## config.mk

```make
export PLATFORM = sky130hd
export DESIGN_NAME = uart_tx_fifo
export DESIGN_NICKNAME = d
export VERILOG_FILES = /design/src/rtl/uart_tx_fifo.sv
export SDC_FILE = /design/constraint.sdc
export NUM_CORES = 1
export LEC_CHECK = 0
export BUFFER_PORTS_ARGS = -buffer_cell sky130_fd_sc_hd__buf_2
export CAP_MARGIN = 0
export CELL_PAD_IN_SITES_DETAIL_PLACEMENT = 1
export CELL_PAD_IN_SITES_GLOBAL_PLACEMENT = 1
export CORE_MARGIN = 2
export CORE_UTILIZATION = 50
export DETAILED_ROUTE_END_ITERATION = 10
export GPL_TIMING_DRIVEN = 0
export PLACE_DENSITY = 0.81
export SETUP_SLACK_MARGIN = 0.3
export SYNTH_ARGS = -nofsm -noshare
export SYNTH_HDL_FRONTEND = slang
export SYNTH_SLANG_ARGS = --single-unit
```

## constraint.sdc

```tcl
create_clock -name clk -period 3.4 [get_ports clk]
set_input_delay 0 -clock clk [delete_from_list [all_inputs] [get_ports clk]]
set_output_delay 0 -clock clk [all_outputs]
set_load 0.02 [all_outputs]
```

## src/rtl/uart_tx_fifo.sv

```systemverilog
// uart_tx_fifo: byte FIFO feeding an 8N1 UART transmitter.
// Optional build macro UART_TX_PARITY_EN adds an even-parity bit (8E1 frames).
// All state is on the rising edge of clk; rst is synchronous and active-high.

module uart_tx_fifo #(
  parameter int unsigned CLK_DIV    = 868,
  parameter int unsigned FIFO_DEPTH = 8
) (
  input  logic                        clk,
  input  logic                        rst,
  input  logic                        wr_en,
  input  logic [7:0]                  wr_data,
  output logic                        full,
  output logic                        empty,
  output logic [$clog2(FIFO_DEPTH):0] fifo_count,
  output logic                        busy,
  output logic                        overflow,
  output logic                        uart_tx
);

  localparam int unsigned PtrW  = $clog2(FIFO_DEPTH);
  localparam int unsigned CntW  = PtrW + 1;
  localparam int unsigned BaudW = $clog2(CLK_DIV);
  localparam logic [BaudW-1:0] BaudMax = BaudW'(CLK_DIV - 1);

`ifdef UART_TX_PARITY_EN
  typedef enum logic [2:0] {StIdle, StStart, StData, StParity, StStop} state_e;
`else
  typedef enum logic [1:0] {StIdle, StStart, StData, StStop} state_e;
`endif

  // FIFO storage and bookkeeping
  logic [7:0]      mem_q [FIFO_DEPTH];
  logic [PtrW-1:0] wr_ptr_q, wr_ptr_d;
  logic [PtrW-1:0] rd_ptr_q, rd_ptr_d;
  logic [CntW-1:0] count_q, count_d;
  logic            full_q, full_d;
  logic            empty_q, empty_d;
  logic            overflow_q, overflow_d;
  logic            push;
  logic            pop;
  logic [7:0]      head;

  // Transmitter state
  state_e           state_q, state_d;
  logic [BaudW-1:0] baud_q, baud_d;
  logic [2:0]       bit_idx_q, bit_idx_d;
  logic [7:0]       shift_q, shift_d;
  logic             tx_q, tx_d;
`ifdef UART_TX_PARITY_EN
  logic             parity_q, parity_d;
`endif
  logic             baud_zero;

  assign head      = mem_q[rd_ptr_q];
  assign baud_zero = (baud_q == '0);

  // FIFO next-state: push uses the registered full flag, so a write while full
  // is dropped even if a pop frees a slot on the same edge.
  always_comb begin
    push       = wr_en & ~full_q;
    wr_ptr_d   = wr_ptr_q;
    rd_ptr_d   = rd_ptr_q;
    count_d    = count_q;
    overflow_d = overflow_q | (wr_en & full_q);
    if (push) begin
      wr_ptr_d = wr_ptr_q + PtrW'(1);
    end
    if (pop) begin
      rd_ptr_d = rd_ptr_q + PtrW'(1);
    end
    unique case ({push, pop})
      2'b10:   count_d = count_q + CntW'(1);
      2'b01:   count_d = count_q - CntW'(1);
      default: count_d = count_q;
    endcase
    full_d  = (count_d == CntW'(FIFO_DEPTH));
    empty_d = (count_d == '0);
  end

  // FIFO control registers
  always_ff @(posedge clk) begin
    if (rst) begin
      wr_ptr_q   <= '0;
      rd_ptr_q   <= '0;
      count_q    <= '0;
      full_q     <= 1'b0;
      empty_q    <= 1'b1;
      overflow_q <= 1'b0;
    end else begin
      wr_ptr_q   <= wr_ptr_d;
      rd_ptr_q   <= rd_ptr_d;
      count_q    <= count_d;
      full_q     <= full_d;
      empty_q    <= empty_d;
      overflow_q <= overflow_d;
    end
  end

  // FIFO storage: no reset needed, contents are only read behind the count
  always_ff @(posedge clk) begin
    if (!rst && push) begin
      mem_q[wr_ptr_q] <= wr_data;
    end
  end

  // Transmitter state register
  always_ff @(posedge clk) begin
    if (rst) begin
      state_q   <= StIdle;
      baud_q    <= '0;
      bit_idx_q <= '0;
      shift_q   <= '0;
      tx_q      <= 1'b1;
`ifdef UART_TX_PARITY_EN
      parity_q  <= 1'b0;
`endif
    end else begin
      state_q   <= state_d;
      baud_q    <= baud_d;
      bit_idx_q <= bit_idx_d;
      shift_q   <= shift_d;
      tx_q      <= tx_d;
`ifdef UART_TX_PARITY_EN
      parity_q  <= parity_d;
`endif
    end
  end

  // Transmitter next-state: bit boundaries fall on edges where baud_q is zero
  always_comb begin
    state_d   = state_q;
    baud_d    = baud_q;
    bit_idx_d = bit_idx_q;
    shift_d   = shift_q;
    pop       = 1'b0;
`ifdef UART_TX_PARITY_EN
    parity_d  = parity_q;
`endif
    unique case (state_q)
      StIdle: begin
        if (count_q != '0) begin
          pop      = 1'b1;
          shift_d  = head;
`ifdef UART_TX_PARITY_EN
          parity_d = ^head;
`endif
          baud_d   = BaudMax;
          state_d  = StStart;
        end
      end
      StStart: begin
        if (baud_zero) begin
          baud_d    = BaudMax;
          bit_idx_d = '0;
          state_d   = StData;
        end else begin
          baud_d = baud_q - BaudW'(1);
        end
      end
      StData: begin
        if (baud_zero) begin
          baud_d = BaudMax;
          if (bit_idx_q == 3'd7) begin
`ifdef UART_TX_PARITY_EN
            state_d = StParity;
`else
            state_d = StStop;
`endif
          end else begin
            bit_idx_d = bit_idx_q + 3'd1;
            shift_d   = {1'b0, shift_q[7:1]};
          end
        end else begin
          baud_d = baud_q - BaudW'(1);
        end
      end
`ifdef UART_TX_PARITY_EN
      StParity: begin
        if (baud_zero) begin
          baud_d  = BaudMax;
          state_d = StStop;
        end else begin
          baud_d = baud_q - BaudW'(1);
        end
      end
`endif
      StStop: begin
        if (baud_zero) begin
          // Chain straight into the next start bit when more bytes are waiting
          if (count_q != '0) begin
            pop      = 1'b1;
            shift_d  = head;
`ifdef UART_TX_PARITY_EN
            parity_d = ^head;
`endif
            baud_d   = BaudMax;
            state_d  = StStart;
          end else begin
            state_d = StIdle;
          end
        end else begin
          baud_d = baud_q - BaudW'(1);
        end
      end
      default: state_d = StIdle;
    endcase
  end

  // Line level for the coming cycle, registered so uart_tx never glitches
  always_comb begin
    tx_d = 1'b1;
    unique case (state_d)
      StStart:  tx_d = 1'b0;
      StData:   tx_d = shift_d[0];
`ifdef UART_TX_PARITY_EN
      StParity: tx_d = parity_d;
`endif
      default:  tx_d = 1'b1;
    endcase
  end

  assign busy       = (state_q != StIdle);
  assign uart_tx    = tx_q;
  assign full       = full_q;
  assign empty      = empty_q;
  assign fifo_count = count_q;
  assign overflow   = overflow_q;

endmodule

```

Word-level counts from Yosys, hierarchy flattened. Memory sizes are Yosys's and may differ from the RTL's. A register that Yosys moved wholly into a read port is not among the register bits. Index checks and enable logic that the tools add are counted.

Bits in registers: 37. RAM bits: 64. Bits of input ports: 11. Output and inout port bits: 9. Word-level logic and storage cells: 77. Memories kept: 1.

Memory list: mem_q (depth 8, width 8, read ports 1, clocked after Yosys merged registers in 1, write ports 1, line 33) `logic [7:0] mem_q [FIFO_DEPTH];`.

Add/sub/neg operators: 6. Eq/ne operators: 13. Muxes and demuxes: 29. Bitwise logic cells: 4. Reductions and logical operators: 12.

Operators with widths (number): $mux W8 (4); $mux W10 (3); $pmux W10 S3 (1); $pmux W8 S3 (1); $mux W3 (5); $logic_not A10 Y1 (1); $mux W2 (5); $sub A10 B1 Y10 const B (1); $add A3 B1 Y3 const B (3); $eq A2 B2 Y1 const B (4); $ne A2 B2 Y1 const B (4); $pmux W2 S4 (1); $pmux W4 S2 (1); $reduce_and A4 Y1 (2); $eq A2 B1 Y1 const B (3); $pmux W3 S2 (1); $mux W1 (5); $add A4 B1 Y4 const B (1); $eq A4 B4 Y1 const B (1); $logic_not A4 Y1 (1); $pmux W1 S2 (2); $reduce_bool A2 Y1 (2); $reduce_bool A4 Y1 (1); $sub A4 B1 Y4 const B (1); other kinds (9) (10).

Longest topological paths before layout. Gate-level depths: netlist of the first run.

Word-level depth: 7. Gate-level depth with buffers: 12. Mapped depth without buffers: 11.

Least setup slack after synthesis of the first run. OpenSTA, ideal clock, no wires.

Path type: register -> register. Start: register count_q[0], in the netlist fifo_count[0]. End: register full_q, in the netlist full. Library setup time: 0.087 ns. Arrival time: 2.750 ns. Data required time: 3.313 ns. Path slack: 0.563 ns. Stages on the path, launching flop included: 10. Path buffers: 1. Period minus slack after synthesis: 2.837 ns. Cell sequence: dfxtp_1 > clkbuf_1 > nor4_1 > nor3_1 > ha_1 > a21o_1 > or4_4 > a21oi_2 > mux2i_1 > nor4b_2.

Cells in the longest elaborated chain, start to end: 7. Elaborated cells between the ends (all ways): 10. Those cells by class: 2 x add/sub; 3 x eq/ne; 4 x mux; 1 x reduce/logical.

RTL lines: start, declared (line 36) `logic [CntW-1:0] count_q, count_d;`; start signal, assigned (line 93) `count_q <= count_d;`; $reduce_bool A4 Y1 (line 142, 191); $mux W1 (line 142, 191); $mux W1 (line 189) `if (baud_zero) begin`; $pmux W1 S2 (line 140) `unique case (state_q)`; $eq A2 B1 Y1 / $eq A2 B2 Y1 (equally long branches) (line 72) `unique case ({push, pop})`; $pmux W4 S2 * (line 72); $eq A4 B4 Y1 * (line 77) `full_d = (count_d == CntW'(FIFO_DEPTH));`; end signal, assigned (line 94) `full_q <= full_d;`; end, declared (line 37) `logic full_q, full_d;`.

Mark *: on every way between the ends. The rest lies on a longest branch, timed or not. A chain may end at the register's enable or synchronous reset.

Final worst setup path of the first run.
Start: register baud_q[6]. End: register full_q, in the netlist full.

Cells in the longest elaborated chain, start to end: 6. Elaborated cells between the ends (all ways): 7. Those cells by class: 3 x eq/ne; 3 x mux; 1 x reduce/logical.

RTL lines: start, declared (line 46) `logic [BaudW-1:0] baud_q, baud_d;`; start signal, assigned (line 120) `baud_q <= baud_d;`; $logic_not A10 Y1 * (line 56) `assign baud_zero = (baud_q == '0);`; $mux W1 * (line 189); $pmux W1 S2 * (line 140); $eq A2 B1 Y1 / $eq A2 B2 Y1 (equally long branches) (line 72); $pmux W4 S2 * (line 72); $eq A4 B4 Y1 * (line 77).

Marked as above.

==> results of run 1 <==
-- sequential cells by signal, indices dropped and copies added, names as in the netlist, 2 cells and up, named ones only --
signal,flops
wr_ptr_q,3
fifo_count,4
mem_q,64
state_q,2
baud_q,10
rd_ptr_q,3
shift_q,8
bit_idx_q,3
-- final cells by class --
cell class / count / share of cell area
Buffer: 32 / 0.0266
Clock inverter: 6 / 0.00969
Tap cell: 133 / 0.0300
Multi-Input combinational cell: 277 / 0.372
Clock buffer: 10 / 0.0230
Inverter: 9 / 0.00608
Sequential cell: 104 / 0.491
Timing Repair Buffer: 34 / 0.0419
-- where the power goes --
group	switching [mW]	internal (mW)
registers	0.132	1.51
logic	1.47	0.954
clock network	0.466	0.276
-- logic make-up (layout without fill, tap and decap cells) --
| group | count (synthesis) | count (layout) | share of synthesized area |
|---|---|---|---|
| xor gates and xnor gates | 7 | 7 | 0.0125 |
| buffers and inverters | 41 | 91 | 0.0368 |
| and+or+nand+nor | 118 | 118 | 0.131 |
| adders and majority gates | 14 | 14 | 0.0358 |
| muxes | 34 | 34 | 0.0833 |
| AOI/OAI and AO/OA | 104 | 104 | 0.144 |
| DFF | 104 | 104 | 0.556 |
-- worst max-delay path, cell delays in order, from the launching register on --
cell	delay, ns
dfxtp_1	0.32
buf_2	0.18
nor4_4	0.35
a41oi_4	0.23
nor3_2	0.29
xor2_1	0.10
ha_1	0.20
a21o_1	0.20
or4_4	0.43
a21oi_2	0.18
mux2i_1	0.11
nor4b_2	0.24
-- cells in the final DEF (no fill, tap or decap), types with 14 or more instances in the layout --
cell type / Yosys / final
mux2i_1: 16 / 16
nor2_1: 51 / 51
a21oi_1: 28 / 28
buf_2: 8 / 27
mux2_2: 14 / 14
dfxtp_1: 40 / 39
edfxtp_1: 64 / 64
ha_1: 14 / 14
o21ai_0: 24 / 24
nand2_1: 16 / 16
clkbuf_1: 21 / 21
-- cells in the mapped netlist (3+ instances only) --
| cell type | n |
|---|---|
| a21oi_1 | 28 |
| inv_1 | 9 |
| or3_1 | 3 |
| clkbuf_1 | 21 |
| nor4_1 | 7 |
| edfxtp_1 | 64 |
| o21ai_0 | 24 |
| a22o_1 | 8 |
| mux2_2 | 14 |
| a32oi_1 | 3 |
| nand2_1 | 16 |
| ha_1 | 14 |
| nor4_4 | 3 |
| xor2_1 | 5 |
| nor2_1 | 51 |
| nand2b_1 | 5 |
| buf_2 | 8 |
| or4_1 | 3 |
| nor3_1 | 13 |
| mux2i_1 | 16 |
| o2111ai_1 | 6 |
| mux4_2 | 4 |
| a32o_1 | 6 |
| a31oi_1 | 8 |
| dfxtp_1 | 40 |
-- how the worst max path moves through the flow --
stage,from,endpoint,slack (ns),cells past startpoint
floorplan,fifo_count[0],full,0.56,9
global placement,fifo_count[0],full,-0.08,9
detailed placement,fifo_count[0],full,-0.07,9
CTS,state_q[0],full,0.25,12
global route,baud_q[6],full,0.31,11
finish,baud_q[6],full,0.48,11
-- layer usage --
| layer | up-vias | GRT usage | wire, um |
|---|---|---|---|
| met4 | 0 | 0.115 | 223 |
| met2 | 73 | 0.404 | 6130 |
| li1 | 1683 | - | - |
| met1 | 1843 | 0.323 | 5630 |
| met5 | - | 0 | 0 |
| met3 | 15 | 0.0393 | 451 |
-- timing repair --
action | in CTS | in global routing
resized for setup | 3 | 8
hold buffers | 9 | 0
endpoints found under the setup margin | 4 | 4
endpoints found under the hold margin | 65 | 0
pin swaps | 0 | 4
buffers inserted | 0 | 3
==> flow_metrics.tcl, run 1 <==
set metrics [dict create \
    status "complete, no violations" \
    die_h_um 103 \
    fmax_mhz 343 \
    hold_viol 0 \
    crit_arrival_ns 3.22 \
    place_congestion 0.885 \
    rsz0062_at_grt "false" \
    cts_buffer_depth 2 \
    post-place-cells 577 \
    hp-start "rst" \
    rows 36 \
    clkTransAtPathRegs_ns 0.10 \
    io_buffers 18 \
    first_pass_iters 4 \
    grt-ovfl-total 0 \
    synth.yosys.seq_area_share 0.556 \
    drv_cap 0 \
    layout.area.seq_um2 2720 \
    finalSetupViolCount 0 \
    synthesis.area_um2 4890 \
    areaGrowthSynthToFinish_pct 13.4 \
    finalSetupTns_ns 0 \
    dpl-instance-area_um2 5210 \
    hp-class "in -> reg" \
    synth_top_area_frac 0.393 \
    drtAntennaViolNets 0 \
    synthDistinctLibCells 59 \
    drcViolationCount 0 \
    p_total_mw 4.80 \
    grt_max_degree 20 \
    fin_cells 605 \
    ys.flop_type "edfxtp_1" \
    slew_violations 0 \
    viasPerCell 5.97 \
    finalInstanceArea_um2 5550 \
    design.core.area_um2 9640 \
    r2r-end "full" \
    holdWs_ns 0.168 \
    p_leak_nw 1.95 \
    synth_cells 422 \
    setup.worst_path.start_class "flip-flop" \
    io_pins 20 \
    vias 3614 \
    drtIter0Drc 263 \
    synth_nets 447 \
    fill_cells 1040 \
    avgRoutedWirePerCell_um 20.6 \
    tightest_slew_ns 1.15 \
    fin_ws_ns 0.483 \
    maxSlewHeadroom 0.234 \
    dp_slack_ns -0.0684 \
    antenna_found_initial 0 \
    final_util 0.576 \
    irDropWorstVdd_mv 0.408 \
    fin_nets 492 \
    clock_latency_ns 0.39 \
    htree_levels 3 \
    r2r_slack_ns 0.48 \
    grt_pass1_vias 3706 \
    cts_sinks 104 \
    post-route-period-util 0.858 \
    cts_root_buf "clkbuf_8" \
    skew_ns 0.0160 \
    hold_depth 3 \
    critPathRequiredTime_ns 3.71 \
    die_area_um2 10600 \
    critical_path_class "reg -> reg" \
    numCtsBuffers 9 \
    ys_seq_elements 104 \
    drive_above_1_share 0.195 \
    worst-r2r-cell-count 11 \
    diodes 0 \
    avgSynthCellArea_um2 11.6 \
    multiInputGateArea_um2 2070 \
    synth_edf_count 64 \
    postSynth.asyncResetShare 0 \
    start_util 0.508 \
    die_x_um 103 \
    cp_max_fo 8 \
    grt_usage 0.247 \
    grt_pass1_wl_um 19300 \
    regToRegStartpoint "baud_q[6]" \
    synthTopCellsByArea "edfxtp_1 39%, dfxtp_1 16%, nor2_1 3.9%, ha_1 3.6%, mux2i_1 3.3%" \
    yosys_warnings 0 \
    routed_wl_um 12400 \
    cts_tree "done" \
    hpwl_um 8320 \
    power.density_nw_per_um2 865 \
    end_kind "flip-flop" \
    min_period_ns 2.92 \
    synth_largest_area_cell "edfxtp_1" \
    hold_path_end "uart_tx" \
]
(Power assumes the default switching activity.)
==> run 2: changes to the inputs <==
- ABC_CLOCK_PERIOD_IN_PS: not set -> 3350
- CORE_UTILIZATION: 50 -> 35
- PLACE_DENSITY: 0.81 -> 0.61
- clock period: 3.4 -> 3.35 ns (I/O delays scaled with it)
==> flow_metrics.tcl, run 2 (synthesized netlist as in run 1, its figures left out) <==
set metrics [dict create \
    status "complete, no violations" \
    tightest_slew_ns 1.03 \
    drtIter0Drc 172 \
    drtAntennaViolNets 0 \
    drv_cap 0 \
    hold_depth 3 \
    final_common_cell "edfxtp_1" \
    pwr-share-seq 0.326 \
    fill_cells 1537 \
    start_util 0.355 \
    post-route-period-util 0.866 \
    power.switching_mw 2.11 \
    fin_nets 491 \
    intPower_mw 3.00 \
    dp_slack_ns -0.183 \
    areaGrowthSynthToFinish_pct 16.6 \
    drcViolationCount 0 \
    finalSetupViolCount 0 \
    r2r-end "full" \
    die_x_um 122 \
    first_pass_iters 4 \
    critical_path_class "reg -> reg" \
    hold_path_end "uart_tx" \
    cts_sinks 104 \
    crit_arrival_ns 3.17 \
    p_leak_nw 2.00 \
    sw_frac_of_total 0.413 \
    die_area_um2 14900 \
    hpwl_um 8650 \
    grt_usage 0.184 \
    regToRegStartpoint "state_q[0]" \
    worstPathCellList "inv_1 -> ha_1 -> clkbuf_4 -> nand2b_1 -> nor3_2 -> xor2_1 -> ha_1 -> a21o_1 -> or4_4 -> a21oi_2 -> mux2i_1 -> nor4b_2" \
    p_total_mw 5.11 \
    finalInstanceArea_um2 5710 \
    grt_pass1_wl_um 20600 \
    slowest_stage "or4_4" \
    htree_levels 3 \
    vias 3486 \
    hold_viol 0 \
    place_congestion 0.827 \
    setup.worst_path.start_class "flip-flop" \
    min_period_ns 2.90 \
    final_cell_mix "64 x edfxtp_1, 51 x nor2_1, 38 x dfxtp_1" \
    rsz0062_at_grt "false" \
    cp_max_fo 10 \
    max_flop_register "mem_q" \
    p_clk_frac 0.206 \
    hp-start "rst" \
    design.core.area_um2 13800 \
    maxSlewHeadroom 0.308 \
    avgRoutedWirePerCell_um 19.2 \
    power.density_nw_per_um2 895 \
    io_pins 20 \
    end_kind "flip-flop" \
    cts_root_buf "clkbuf_16" \
    final_util 0.414 \
    irDropWorstVdd_mv 0.361 \
    grt_pass1_vias 3708 \
    fin_ws_ns 0.448 \
    io_buffers 18 \
    skew_ns 0.00711 \
    numCtsBuffers 9 \
    cts_buffer_depth 2 \
    combPwrFrac 0.468 \
    diodes 0 \
    dpl-instance-area_um2 5270 \
    reg_top3 "mem_q x64, baud_q x10, shift_q x8" \
    critPathRequiredTime_ns 3.62 \
    clock_latency_ns 0.36 \
    rows 43 \
    routed_wl_um 12500 \
    grt-ovfl-total 0 \
    grt_max_degree 21 \
    holdWs_ns 0.180 \
    largest_register_ffs 64 \
    r2r_slack_ns 0.45 \
    crit_buf_inv 2 \
    path_delay_family "simple AND/OR/NAND/NOR gates" \
    fmax_mhz 345 \
    die_h_um 122 \
    cpPeakStageDelay_ns 0.43 \
    drive_above_1_share 0.195 \
    crit_top_cell "ha_1" \
    antenna_found_initial 0 \
    hp-class "in -> reg" \
    cts_tree "done" \
    slew_violations 0 \
    clkTransAtPathRegs_ns 0.07 \
    worst-r2r-cell-count 12 \
    viasPerCell 5.35 \
]
-- run 2: worst max-delay path by stage --
stage	startpoint	end	slack (ns)	depth (start not counted)
after detailed placement	fifo_count[0]	full	-0.18	9
after CTS	state_q[1]	full	0.34	12
after floorplan	fifo_count[0]	full	0.51	9
final	state_q[0]	full	0.45	12
after global placement	fifo_count[0]	full	-0.22	9
after global routing	state_q[0]	full	0.25	12
-- run 2: timing repair --
action	CTS	global route
resized for setup	7	2
setup endpoints to repair	4	4
pin swaps	0	3
setup buffers	0	2
hold endpoints to repair	65	0
hold buffers	9	0
-- run 2: layout make-up --
type	instances	area, um^2	share of cell area
plain buffers	32	150	0.0263
clock buffers	9	225	0.0395
clock inverters	7	70.1	0.0123
inverters	9	33.8	0.00592
multi-input cells	277	2050	0.360
flip-flops and latches	104	2730	0.477
well taps	180	225	0.0395
repair buffers	33	225	0.0395
-- run 2: worst register-to-register path, delay by kind of cell (launching register included) --
family,cells,cell delay (ns)
fa+ha+maj,2,0.48
compound gates,2,0.36
mux,1,0.09
simple gates,4,1.10
flops,1,0.38
xor+xnor,1,0.12
buf+inv,2,0.29
-- run 2: stage by stage --
step / setup TNS (ns) / instances
final: 0 / 651
after floorplan: 0 / 422
after global placement: -0.504 / 620
after CTS: 0 / 649
after global routing: 0 / 651
after detailed placement: -0.403 / 624
-- run 2: routing by layer --
layer / track usage / vias to the layer above / part of all wire
li1: - / 1682 / -
met1: 0.248 / 1726 / 0.46
met2: 0.295 / 56 / 0.49
met3: 0.0251 / 22 / 0.034
met4: 0.0826 / 0 / 0.025
met5: 0 / - / 0
-- run 2: power by group through the flow --
| stage | combinational [mW] | clock [mW] | sequential, mW |
|---|---|---|---|
| global route | 2.68 | 1.12 | 1.69 |
| detailed placement | 2.29 | 0 | 1.69 |
| floorplan | 1.69 | 0 | 1.69 |
| CTS | 2.36 | 1.07 | 1.66 |
| finish | 2.39 | 1.05 | 1.67 |
| global placement | 2.23 | 0 | 1.68 |
